==> src/rtl/overlay_sequencer.sv <==
// -----------------------------------------------------------------------------
// overlay_sequencer
//
// Frame-synchronous scheduler for the on-screen prompt overlays (title,
// countdown digit, "GO", result banner). It generates one frame tick per frame
// from the shared VGA raster counters and only ever changes an overlay enable
// at that tick, which sits on the first vertical-blanking line. As a result no
// overlay switches on or off part way through a visible frame.
//
// Ports:
//   clk_i           system clock
//   rst_i           asynchronous, active-high reset
//   hCount_i[9:0]   current pixel column from the VGA timing generator
//   vCount_i[9:0]   current line from the VGA timing generator
//   start_i         one-clk start request pulse from game control
//   stop_i          one-clk game-over pulse from game control
//   frame_tick_o    one-clk pulse per frame (registered)
//   title_en_o      title overlay enable
//   count_en_o      countdown overlay enable
//   count_digit_o   digit shown by the countdown overlay (held while idle)
//   go_en_o         "GO" overlay enable
//   result_en_o     result overlay enable
//   play_active_o   gameplay running
//   state_o[2:0]    TITLE=0, COUNT=1, GO=2, PLAY=3, RESULT=4
//
// Build option:
//   OVERLAY_SEQ_BLINK_EN  when defined, title_en blinks with a half-period of
//                         BLINK_FRAMES frames while in TITLE. When undefined,
//                         title_en is held at 1 for the whole TITLE state.
// -----------------------------------------------------------------------------
module overlay_sequencer #(
  parameter int unsigned V_TICK        = 480,
  parameter int unsigned BLINK_FRAMES  = 30,
  parameter int unsigned STEP_FRAMES   = 60,
  parameter int unsigned COUNT_START   = 3,
  parameter int unsigned GO_FRAMES     = 30,
  parameter int unsigned RESULT_FRAMES = 120
) (
  input  logic       clk_i,
  input  logic       rst_i,
  input  logic [9:0] hCount_i,
  input  logic [9:0] vCount_i,
  input  logic       start_i,
  input  logic       stop_i,
  output logic       frame_tick_o,
  output logic       title_en_o,
  output logic       count_en_o,
  output logic [1:0] count_digit_o,
  output logic       go_en_o,
  output logic       result_en_o,
  output logic       play_active_o,
  output logic [2:0] state_o
);

  typedef enum logic [2:0] {
    ST_TITLE  = 3'd0,
    ST_COUNT  = 3'd1,
    ST_GO     = 3'd2,
    ST_PLAY   = 3'd3,
    ST_RESULT = 3'd4
  } state_t;

  localparam logic [9:0] V_TICK_L    = 10'(V_TICK);
  localparam logic [7:0] STEP_LAST   = 8'(STEP_FRAMES - 1);
  localparam logic [7:0] GO_LAST     = 8'(GO_FRAMES - 1);
  localparam logic [7:0] RESULT_MIN  = 8'(RESULT_FRAMES);
  localparam logic [1:0] DIGIT_START = 2'(COUNT_START);
`ifdef OVERLAY_SEQ_BLINK_EN
  localparam logic [7:0] BLINK_LAST  = 8'(BLINK_FRAMES - 1);
`endif

  state_t     state_q;
  logic [7:0] fcnt_q;
  logic       title_en_q;
  logic       count_en_q;
  logic [1:0] count_digit_q;
  logic       go_en_q;
  logic       result_en_q;
  logic       play_active_q;
  logic       startPend_q;
  logic       stopPend_q;
  logic       tickLine_q;
  logic       frameTick_q;

  logic       tickLine;
  logic       frameTick_d;
  logic       startPend_d;
  logic       stopPend_d;
  logic [7:0] fcnt_d;

  // The tick line is the first pixel of the first blanking line. The raster
  // may hold hCount for several clocks per pixel, so the tick itself is taken
  // from the rising edge of this condition rather than the level.
  assign tickLine    = (hCount_i == 10'd0) && (vCount_i == V_TICK_L);
  assign frameTick_d = tickLine & ~tickLine_q;

  // Request qualification and the saturating frame counter increment.
  // A start is only meaningful in TITLE, or in RESULT once the banner has
  // been held long enough; a stop only in PLAY. Anything else is dropped
  // here so it can never be remembered into a later state. The pending
  // value already ORs in the live pulse, so a pulse that lands in the tick
  // cycle itself is honoured at that tick.
  always_comb begin
    startPend_d = startPend_q;
    stopPend_d  = stopPend_q;
    if ((state_q == ST_TITLE) ||
        ((state_q == ST_RESULT) && (fcnt_q >= RESULT_MIN))) begin
      startPend_d = startPend_q | start_i;
    end
    if (state_q == ST_PLAY) begin
      stopPend_d = stopPend_q | stop_i;
    end
    fcnt_d = (fcnt_q == 8'hFF) ? fcnt_q : (fcnt_q + 8'd1);
  end

  // Frame tick edge detector: remembers the previous tick-line level and
  // emits a single registered pulse when it first goes high.
  always_ff @(posedge clk_i or posedge rst_i) begin
    if (rst_i) begin
      tickLine_q  <= 1'b0;
      frameTick_q <= 1'b0;
    end else begin
      tickLine_q  <= tickLine;
      frameTick_q <= frameTick_d;
    end
  end

  // Overlay state machine. Requests are accumulated every clock, but state,
  // counter and enables only move in the frame-tick cycle, so every change
  // appears on the outputs in the clock right after the tick. Every state
  // change clears the frame counter and both pending requests.
  always_ff @(posedge clk_i or posedge rst_i) begin
    if (rst_i) begin
      state_q       <= ST_TITLE;
      fcnt_q        <= 8'd0;
      title_en_q    <= 1'b1;
      count_en_q    <= 1'b0;
      count_digit_q <= 2'd0;
      go_en_q       <= 1'b0;
      result_en_q   <= 1'b0;
      play_active_q <= 1'b0;
      startPend_q   <= 1'b0;
      stopPend_q    <= 1'b0;
    end else begin
      startPend_q <= startPend_d;
      stopPend_q  <= stopPend_d;
      if (frameTick_q) begin
        fcnt_q <= fcnt_d;
        case (state_q)
          ST_TITLE: begin
            if (startPend_d) begin
              state_q       <= ST_COUNT;
              fcnt_q        <= 8'd0;
              startPend_q   <= 1'b0;
              stopPend_q    <= 1'b0;
              title_en_q    <= 1'b0;
              count_en_q    <= 1'b1;
              count_digit_q <= DIGIT_START;
            end
`ifdef OVERLAY_SEQ_BLINK_EN
            else if (fcnt_q == BLINK_LAST) begin
              title_en_q <= ~title_en_q;
              fcnt_q     <= 8'd0;
            end
`else
            else begin
              title_en_q <= 1'b1;
            end
`endif
          end

          // Each digit is shown for STEP_FRAMES ticks; digit 1 hands over
          // to GO instead of decrementing to 0.
          ST_COUNT: begin
            if (fcnt_q == STEP_LAST) begin
              fcnt_q <= 8'd0;
              if (count_digit_q == 2'd1) begin
                state_q     <= ST_GO;
                startPend_q <= 1'b0;
                stopPend_q  <= 1'b0;
                count_en_q  <= 1'b0;
                go_en_q     <= 1'b1;
              end else begin
                count_digit_q <= count_digit_q - 2'd1;
              end
            end
          end

          ST_GO: begin
            if (fcnt_q == GO_LAST) begin
              state_q       <= ST_PLAY;
              fcnt_q        <= 8'd0;
              startPend_q   <= 1'b0;
              stopPend_q    <= 1'b0;
              go_en_q       <= 1'b0;
              play_active_q <= 1'b1;
            end
          end

          ST_PLAY: begin
            if (stopPend_d) begin
              state_q       <= ST_RESULT;
              fcnt_q        <= 8'd0;
              startPend_q   <= 1'b0;
              stopPend_q    <= 1'b0;
              play_active_q <= 1'b0;
              result_en_q   <= 1'b1;
            end
          end

          // The banner has no timeout; only an accepted start leaves it.
          ST_RESULT: begin
            if (startPend_d) begin
              state_q       <= ST_COUNT;
              fcnt_q        <= 8'd0;
              startPend_q   <= 1'b0;
              stopPend_q    <= 1'b0;
              result_en_q   <= 1'b0;
              count_en_q    <= 1'b1;
              count_digit_q <= DIGIT_START;
            end
          end

          // Unused encodings fall back to the reset picture.
          default: begin
            state_q       <= ST_TITLE;
            fcnt_q        <= 8'd0;
            startPend_q   <= 1'b0;
            stopPend_q    <= 1'b0;
            title_en_q    <= 1'b1;
            count_en_q    <= 1'b0;
            count_digit_q <= 2'd0;
            go_en_q       <= 1'b0;
            result_en_q   <= 1'b0;
            play_active_q <= 1'b0;
          end
        endcase
      end
    end
  end

  assign frame_tick_o  = frameTick_q;
  assign title_en_o    = title_en_q;
  assign count_en_o    = count_en_q;
  assign count_digit_o = count_digit_q;
  assign go_en_o       = go_en_q;
  assign result_en_o   = result_en_q;
  assign play_active_o = play_active_q;
  assign state_o       = state_q;

endmodule

==> config.mk <==
export PLATFORM = sky130hd
export DESIGN_NAME = overlay_sequencer
export DESIGN_NICKNAME = d
export VERILOG_FILES = /design/src/rtl/overlay_sequencer.sv
export SDC_FILE = /design/constraint.sdc
export NUM_CORES = 1
export LEC_CHECK = 0
export ABC_CLOCK_PERIOD_IN_PS = 2500
export CORE_MARGIN = 5
export CORE_UTILIZATION = 45
export CTS_CLUSTER_DIAMETER = 40
export DETAILED_ROUTE_END_ITERATION = 10
export HOLD_SLACK_MARGIN = 0.15
export PLACE_DENSITY_LB_ADDON = 0.05
export REMOVE_ABC_BUFFERS = 1
export SYNTH_ARGS = -nofsm -noshare
export SYNTH_HDL_FRONTEND = slang
export SYNTH_SLANG_ARGS = --single-unit
==> constraint.sdc <==
create_clock -name clk_i -period 2.5 [get_ports clk_i]
set_clock_uncertainty 0.05 [all_clocks]
set_input_delay 0.625 -clock clk_i [delete_from_list [all_inputs] [get_ports clk_i]]
set_output_delay 0.625 -clock clk_i [all_outputs]
set_load 0.01 [all_outputs]
==> impl_table.tex, run 1 <==
\begin{tabular}{lr}
\hline
Metric & Value \\
\hline
\multicolumn{2}{l}{\textbf{Hold path}} \\
\quad Instance count along the most critical hold path & 1 \\
\quad Launch point of the worst hold path & tickLine\_q \\
\quad End point of the worst hold path & frame\_tick\_o \\
\quad Class of the tightest hold or removal check & reg2reg \\
\multicolumn{2}{l}{\textbf{Finish}} \\
\quad \# diodes & 0 \\
\quad Most frequent cells in the layout & 34 x sky130\_fd\_sc\_hd\_\_clkdlybuf4s50\_1, 21 x sky130\_fd\_sc\_hd\_\_dfrtp\_1, 13 x sky130\_fd\_sc\_hd\_\_a21oi\_1 \\
\quad Fraction of layout instances using a drive strength above 1 & $\sim$7.4\% \\
\quad Count of nets after finishing & between 200 and 250 \\
\quad Area Overhead vs Synth & 29.7\% \\
\quad Most frequent standard cell in the layout excluding fill and tap cells & sky130\_fd\_sc\_hd\_\_clkdlybuf4s50\_1 \\
\multicolumn{2}{l}{\textbf{Synth}} \\
\quad Compound-gate portion of the synthesized area & around 22\% \\
\quad Sequential cell area fraction in the yosys report & around 40\% \\
\quad Cell taking the most area after synthesis & sky130\_fd\_sc\_hd\_\_dfrtp\_1 \\
\quad Predominant post-synthesis flop cell & sky130\_fd\_sc\_hd\_\_dfrtp\_1 \\
\quad Fraction of post-synthesis cell area in the top cell type by area & around two fifths \\
\quad Synthesized area per cell & 8.97 sq um \\
\quad Simple-gate portion of the synthesized area & 25.2\% \\
\quad Post-synthesis cell area & 1380 sq um \\
\quad Post-synthesis adder-cell area fraction & under 10\% \\
\quad Area share of xor/xnor cells in the synthesized design & 1.27\% \\
\quad Library cells used by synthesis & 47 \\
\quad Yosys warning total & 0 \\
\quad Proportion of synthesized area in mux cells & under 10\% \\
\quad Combinational family with the most area after synthesis & simple AND/OR/NAND/NOR gates \\
\quad Number of synthesized register bits & 22 \\
\quad Cell types with the largest area share after synthesis & sky130\_fd\_sc\_hd\_\_dfrtp\_1 38\%, sky130\_fd\_sc\_hd\_\_a21oi\_1 4.7\%, sky130\_fd\_sc\_hd\_\_ha\_1 3.6\%, sky130\_fd\_sc\_hd\_\_o21ai\_0 2.9\%, sky130\_fd\_sc\_hd\_\_nand2\_1 2.7\% \\
\quad Cell count after synthesis & between 150 and 200 \\
\quad Post-synth EDFFs & 0 \\
\quad Async S/R FF share, synth & 100\% \\
\multicolumn{2}{l}{\textbf{Floorplanning}} \\
\quad Boundary Pins & 35 \\
\quad Core area & between 3000 and 4000 sq um \\
\quad Vertical extent of the die & about 65 um \\
\quad Cell Rows & 20 \\
\quad X dimension of the die & 65.4 um \\
\quad Initial core utilization & a little under half \\
\quad Area of the die & around 4300 sq um \\
\multicolumn{2}{l}{\textbf{Critical path}} \\
\quad Crit Path Max Fanout & 12 \\
\quad Worst Setup End Kind & flop \\
\quad Critical path type & reg2reg \\
\quad Register-to-register setup slack & between 0.2 and 0.3 ns \\
\quad Worst reg-to-reg path cell count & 5 \\
\quad Worst endpoint required time & 2.65 ns \\
\quad Worst Path Arrival & $\sim$2.4 ns \\
\quad Crit Reg-Reg Startpoint & state\_o[2] \\
\quad Startpoint Class & flop \\
\quad Endpoint of the most critical register-to-register path & state\_o[0] \\
\multicolumn{2}{l}{\textbf{STA}} \\
\quad Slew Limit Fails & 0 \\
\quad Pin slew with the least headroom to its limit & 0.493 ns \\
\quad Portion of the clock cycle consumed by the worst path in the final layout & around 89\% \\
\quad Relative slew margins & 67.0\% \\
\quad Setup repair after global routing missed its margin & false \\
\quad Final setup violation count & 0 \\
\quad Setup TNS & 0 ns \\
\quad Final Hold Vio Count & 0 \\
\quad Max Clk Rate & 448 MHz \\
\quad Min Tclk post-route & roughly 2.2 ns \\
\multicolumn{2}{l}{\textbf{CTS}} \\
\quad Clock tree from TritonCTS & done \\
\quad Number of buffers between clock root and the deepest sink & 2 \\
\quad Setup Fix Bufs, Post-CTS & 0 \\
\quad Clock transition time at the flip-flop clock pins of the worst setup and hold paths & $\sim$0.13 ns \\
\quad Inserted Clock Buffers & 3 \\
\quad H-Tree Level Count & 1 \\
\quad Master cell of the clock root buffer & sky130\_fd\_sc\_hd\_\_clkbuf\_4 \\
\quad Skew-Pair Late Insertion Delay & 0.31 ns \\
\quad CTS Hold Bufs & 0 \\
\quad Number of instances resized during post-cts repair & 0 \\
\quad Sinks on the clock net & 22 \\
\multicolumn{2}{l}{\textbf{Global route}} \\
\quad Global-route total usage across every layer & between 10\% and 20\% \\
\quad Global route overflow & 0 \\
\quad First-pass GRT wire length & around 5700 um \\
\quad Largest net degree at the start of global routing & 25 \\
\quad Antenna violations before repair & 0 \\
\quad Via count of the first global-routing pass & 1313 \\
\multicolumn{2}{l}{\textbf{Routing}} \\
\quad Via total after detailed routing & approximately 1300 \\
\quad Antenna Violating Nets Remaining & 0 \\
\quad Violation count after the first detailed-route iteration & 85 \\
\quad Drt first pass iters & 4 \\
\quad Via density & around 6 \\
\quad Per-cell routed wire length & between 10 and 15 um \\
\quad DRC violation count after routing & 0 \\
\quad Total routed wirelength & between 3000 and 4000 um \\
\multicolumn{2}{l}{\textbf{Pwr}} \\
\quad Proportion of power drawn by the clock network & about 33\% \\
\quad Power density over cell area & roughly 340 nW/um\^{}2 \\
\quad Part of the total power dissipated in sequential elements & about three fifths \\
\quad Leakage power & slightly above 0.7 nW \\
\quad Part of the total power dissipated in combinational logic & between 8 and 9\% \\
\quad Internal Dissipation & $\sim$0.48 mW \\
\quad Post-layout power & a little over 0.6 mW \\
\quad Fraction of power spent switching nets & between 20 and 25\% \\
\quad Switching power & between 0.1 and 0.15 mW \\
\quad Worst VDD drop & $\sim$0.14 mV \\
\multicolumn{2}{l}{\textbf{Flow run}} \\
\quad \# Max-Cap Violations & 0 \\
\multicolumn{2}{l}{\textbf{Outcome}} \\
\quad Result of the run & completed \\
\multicolumn{2}{l}{\textbf{Placed design}} \\
\quad Placed wire-length estimate & approximately 2500 um \\
\quad Routability-driven placement congestion ratio & roughly 0.82 \\
\quad Count of port buffers added during placement & 34 \\
\hline
\end{tabular}
## registers in the layout (all words and copies together) (netlist names)
signal / flops
tickLine_q: 1
count_digit_o: 2
state_o: 3
result_en_o: 1
play_active_o: 1
count_en_o: 1
stopPend_q: 1
startPend_q: 1
frame_tick_o: 1
go_en_o: 1
title_en_o: 1
fcnt_q: 8
## per-layer routing
metal  part of all wire [%]  global-route usage [%]  wire [um]
met2                     52                    31.1       1720
met1                     43                    19.3       1420
met3                    4.3                    2.91        143
met5                      0                       0          0
met4                   0.46                    4.15         15
## critical path, stage by stage (launching register included)
cell,delay (ns)
sky130_fd_sc_hd__dfrtp_1,0.58
sky130_fd_sc_hd__inv_1,0.18
sky130_fd_sc_hd__o31a_4,0.41
sky130_fd_sc_hd__o31ai_4,0.33
sky130_fd_sc_hd__nand3b_2,0.23
sky130_fd_sc_hd__mux2_1,0.34
## cell usage after synthesis, drive strengths merged, types with 2 or more instances
cell,number
a21o,2
a21oi,13
a2bb2oi,2
a31oi,4
a41oi,3
and3,2
buf,3
clkbuf,4
dfrtp,21
ha,4
inv,9
mux2i,3
nand2,10
nand2b,4
nand3,7
nand3b,4
nor2,10
nor2b,2
nor3,6
nor3b,3
nor4,4
o21ai,9
o22ai,3
o31ai,2
or2,2
xor2,2
## logic make-up after synthesis
family / Yosys count
AND/OR/NAND/NOR: 61
AO/OA/AOI/OAI: 45
flip-flops: 22
buffers and inverters: 16
multiplexers: 4
adder cells (fa/ha/maj): 4
XOR/XNOR: 2
## power groups by stage
stage	clock [mW]	combinational [mW]	sequential, mW
6_report	0.200	0.0492	0.356
5_1_grt	0.226	0.0532	0.356
4_1_cts	0.210	0.0501	0.356
3_5_place_dp	0	0.0501	0.363
3_3_place_gp	0	0.0489	0.363
2_1_floorplan	0	0.00994	0.363
## area by class of cell
| class | count | area [sq um] |
|---|---|---|
| clock buffers | 4 | 36.3 |
| fillers | 285 | 1210 |
| inverters | 9 | 33.8 |
| multi-input cells | 116 | 766 |
| flip-flops and latches | 22 | 552 |
| well taps | 33 | 41.3 |
| repair buffers | 37 | 363 |
## metrics by stage
step                      utilization [%]  instance area (sq um)  setup slack, ns  hold slack [ns]  instances
final                                59.7                   1790            0.270            0.379        221
after global routing                 59.7                   1790            0.151            0.407        221
after CTS                            59.7                   1790            0.259            0.383        221
after detailed placement             58.5                   1760            0.231            0.344        217
after global placement               58.5                   1760            0.295            0.365        217
after floorplan                         -                   1350            0.484            0.333        147
## worst max path at each step
stage,from,endpoint,slack (ns),cells after the start
2_1_floorplan,state_o[2],state_o[0],0.48,5
3_3_place_gp,start_i,state_o[0],0.29,5
3_5_place_dp,start_i,state_o[0],0.23,5
4_1_cts,state_o[0],state_o[0],0.26,1
5_1_grt,state_o[2],state_o[0],0.15,5
6_report,state_o[2],state_o[0],0.27,5
No activity file was read; power rests on OpenSTA's default activity.
==> run 2: changes to the inputs <==
- HOLD_SLACK_MARGIN: 0.15 -> 0.05
- TNS_END_PERCENT: default -> 30
==> results of run 2 <==
No change in the layout: final DEF, timing and power equal those of run 1.
==> run 3: changes to the inputs <==
- CORE_UTILIZATION: 45 -> 48
==> impl_table.tex, run 3 (same netlist as run 1, synthesis figures left out) <==
\begin{tabular}{lr}
\hline
Metric & Value \\
\hline
\multicolumn{2}{l}{\textbf{Outcome}} \\
\quad Result of the run & completed (unchanged) \\
\multicolumn{2}{l}{\textbf{STA}} \\
\quad Relative slew margins & 63.6\% (was 67.0\%) \\
\quad Final Hold Vio Count & 0 (unchanged) \\
\quad Final setup violation count & 0 (unchanged) \\
\quad Pin slew with the least headroom to its limit & 0.546 ns (was 0.493 ns) \\
\quad Setup TNS & 0 ns (unchanged) \\
\quad Worst setup slack after layout & 0.287 ns (was 0.270 ns) \\
\quad Portion of the clock cycle consumed by the worst path in the final layout & 88.5\% (was 89.2\%) \\
\quad Setup repair after global routing missed its margin & false (unchanged) \\
\quad Max Clk Rate & 452 MHz (was 448 MHz) \\
\quad Min Tclk post-route & 2.21 ns (was 2.23 ns) \\
\quad Worst hold slack after final layout & 0.371 ns (was 0.379 ns) \\
\quad Slew Limit Fails & 0 (unchanged) \\
\multicolumn{2}{l}{\textbf{Floorplanning}} \\
\quad Initial core utilization & 50.1\% (was 46.0\%) \\
\quad X dimension of the die & 63.6 um (was 65.4 um) \\
\quad Cell Rows & 19 (was 20) \\
\quad Area of the die & 4050 sq um (was 4280 sq um) \\
\quad Vertical extent of the die & 63.6 um (was 65.4 um) \\
\quad Core area & 2760 sq um (was 3000 sq um) \\
\quad Boundary Pins & 35 (unchanged) \\
\multicolumn{2}{l}{\textbf{Critical path}} \\
\quad Endpoint of the most critical register-to-register path & state\_o[0] (unchanged) \\
\quad Critical Path Slowest Stage Cell & sky130\_fd\_sc\_hd\_\_dfrtp\_1 (unchanged) \\
\quad Crit Reg-Reg Startpoint & state\_o[2] (unchanged) \\
\quad Worst Setup End Kind & flop (unchanged) \\
\quad Worst Path Arrival & 2.36 ns (was 2.38 ns) \\
\quad Startpoint Class & flop (unchanged) \\
\quad Worst reg-to-reg path cell count & 5 (unchanged) \\
\quad Cell Chain, Critical Path & inv\_1, o31a\_4, o31ai\_4, nand3b\_2, mux2\_1 (unchanged) \\
\quad Critical path type & reg2reg (unchanged) \\
\quad Crit Path Max Fanout & 12 (unchanged) \\
\quad Worst endpoint required time & 2.64 ns (was 2.65 ns) \\
\quad Register-to-register setup slack & 0.29 ns (was 0.27 ns) \\
\quad Crit-path max cell delay & 0.57 ns (was 0.58 ns) \\
\multicolumn{2}{l}{\textbf{Finish}} \\
\quad Area used by multi-input combinational logic & 766 sq um (unchanged) \\
\quad Most frequent standard cell in the layout excluding fill and tap cells & sky130\_fd\_sc\_hd\_\_clkdlybuf4s50\_1 (unchanged) \\
\quad Filler cells & 254 (was 285) \\
\quad Fraction of layout instances using a drive strength above 1 & 7.94\% (was 7.45\%) \\
\quad Area Overhead vs Synth & 30.1\% (was 29.7\%) \\
\quad Final instance count without filler cells & 220 (was 221) \\
\quad Max reg flops & 8 (unchanged) \\
\quad \# diodes & 0 (unchanged) \\
\quad Final core utilization & 65.2\% (was 59.7\%) \\
\quad Register with the highest flop count & fcnt\_q (unchanged) \\
\quad Footprint of the flip-flops and latches & 552 sq um (unchanged) \\
\quad Count of nets after finishing & 218 (was 217) \\
\quad Final cell area excluding filler cells & 1800 sq um (was 1790 sq um) \\
\quad Most frequent cells in the layout & 34 x sky130\_fd\_sc\_hd\_\_clkdlybuf4s50\_1, 21 x sky130\_fd\_sc\_hd\_\_dfrtp\_1, 13 x sky130\_fd\_sc\_hd\_\_a21oi\_1 (unchanged) \\
\multicolumn{2}{l}{\textbf{Hold path}} \\
\quad Instance count along the most critical hold path & 1 (unchanged) \\
\quad Launch point of the worst hold path & tickLine\_q (unchanged) \\
\quad End point of the worst hold path & frame\_tick\_o (unchanged) \\
\quad Class of the tightest hold or removal check & reg2reg (unchanged) \\
\multicolumn{2}{l}{\textbf{CTS}} \\
\quad Sinks on the clock net & 22 (unchanged) \\
\quad Clock tree from TritonCTS & done (unchanged) \\
\quad Clock transition time at the flip-flop clock pins of the worst setup and hold paths & 0.13 ns (about the same) \\
\quad H-Tree Level Count & 1 (unchanged) \\
\quad Skew-Pair Late Insertion Delay & 0.31 ns (about the same) \\
\quad CTS Hold Bufs & 0 (unchanged) \\
\quad Master cell of the clock root buffer & sky130\_fd\_sc\_hd\_\_clkbuf\_4 (unchanged) \\
\quad Number of instances resized during post-cts repair & 0 (unchanged) \\
\quad Inserted Clock Buffers & 3 (unchanged) \\
\quad Setup Fix Bufs, Post-CTS & 0 (unchanged) \\
\quad Number of buffers between clock root and the deepest sink & 2 (unchanged) \\
\multicolumn{2}{l}{\textbf{Routing}} \\
\quad Antenna Violating Nets Remaining & 0 (unchanged) \\
\quad Via total after detailed routing & 1300 (was 1322) \\
\quad Violation count after the first detailed-route iteration & 171 (was 85) \\
\quad Per-cell routed wire length & 14.5 um (was 14.9 um) \\
\quad DRC violation count after routing & 0 (unchanged) \\
\quad Via density & 5.91 (was 5.98) \\
\quad Drt first pass iters & 4 (unchanged) \\
\quad Total routed wirelength & 3180 um (was 3290 um) \\
\multicolumn{2}{l}{\textbf{Pwr}} \\
\quad Power density over cell area & 335 nW/um\^{}2 (was 338 nW/um\^{}2) \\
\quad Worst VDD drop & 0.293 mV (was 0.138 mV) \\
\quad Post-layout power & 0.603 mW (was 0.605 mW) \\
\quad Leakage power & 0.709 nW (was 0.704 nW) \\
\multicolumn{2}{l}{\textbf{Placed design}} \\
\quad Instance area after placement & 1760 sq um (about the same) \\
\quad Placed wire-length estimate & 2520 um (was 2530 um) \\
\quad DP Worst Slack & 0.233 ns (was 0.231 ns) \\
\quad Count of port buffers added during placement & 34 (unchanged) \\
\quad Routability-driven placement congestion ratio & 0.901 (was 0.824) \\
\quad Placed instance count & 216 (was 217) \\
\multicolumn{2}{l}{\textbf{Global route}} \\
\quad Via count of the first global-routing pass & 1241 (was 1313) \\
\quad First-pass GRT wire length & 5370 um (was 5720 um) \\
\quad Global route overflow & 0 (unchanged) \\
\quad Antenna violations before repair & 0 (unchanged) \\
\quad Largest net degree at the start of global routing & 25 (unchanged) \\
\quad Global-route total usage across every layer & 15.9\% (was 16.6\%) \\
\multicolumn{2}{l}{\textbf{Flow run}} \\
\quad \# Max-Cap Violations & 0 (unchanged) \\
\hline
\end{tabular}
[run 3: changes by cell type in the layout (fill, tap and decap cells not counted), sizes merged]
cell,previous run,this run
buf,3,4
[run 3: power by group]
group | switching [mW] | leakage, nW | internal, mW
sequential | 0.0000243 | 0.247 | 0.356
clock | 0.109 | 0.0210 | 0.0888
combinational | 0.0138 | 0.441 | 0.0350
[run 3: layer usage]
metal	up-vias	track usage [%]	part of all wire, %
met4	0	3.38	1.0
met2	46	27.9	51
met3	6	3.20	6.4
met1	607	19.9	42
li1	641	-	-
met5	-	0	0
[run 3: worst max-delay path by stage]
| stage | start | endpoint | cells after the start |
|---|---|---|---|
| floorplan | state_o[2] | state_o[0] | 5 |
| global placement | start_i | state_o[0] | 5 |
| detailed placement | start_i | state_o[0] | 5 |
| CTS | state_o[1] | state_o[1] | 2 |
| global route | state_o[2] | state_o[0] | 5 |
| finish | state_o[2] | state_o[0] | 5 |
[run 3: final cells by class]
| type | instances | share of cell area (%) |
|---|---|---|
| inverter | 9 | 1.88 |
| timing repair buffer | 38 | 20.6 |
| multi-input combinational | 116 | 42.6 |
| clock buffer | 4 | 2.02 |
| sequential | 22 | 30.7 |
| tap | 31 | 2.16 |
[run 3: critical path: cells and delay by family, from the launching register on]
family,cells,cell delay (ns)
muxes,1,0.33
buffers and inverters,1,0.17
and+or+nand+nor,1,0.23
DFF,1,0.57
AOI/OAI and AO/OA,2,0.74
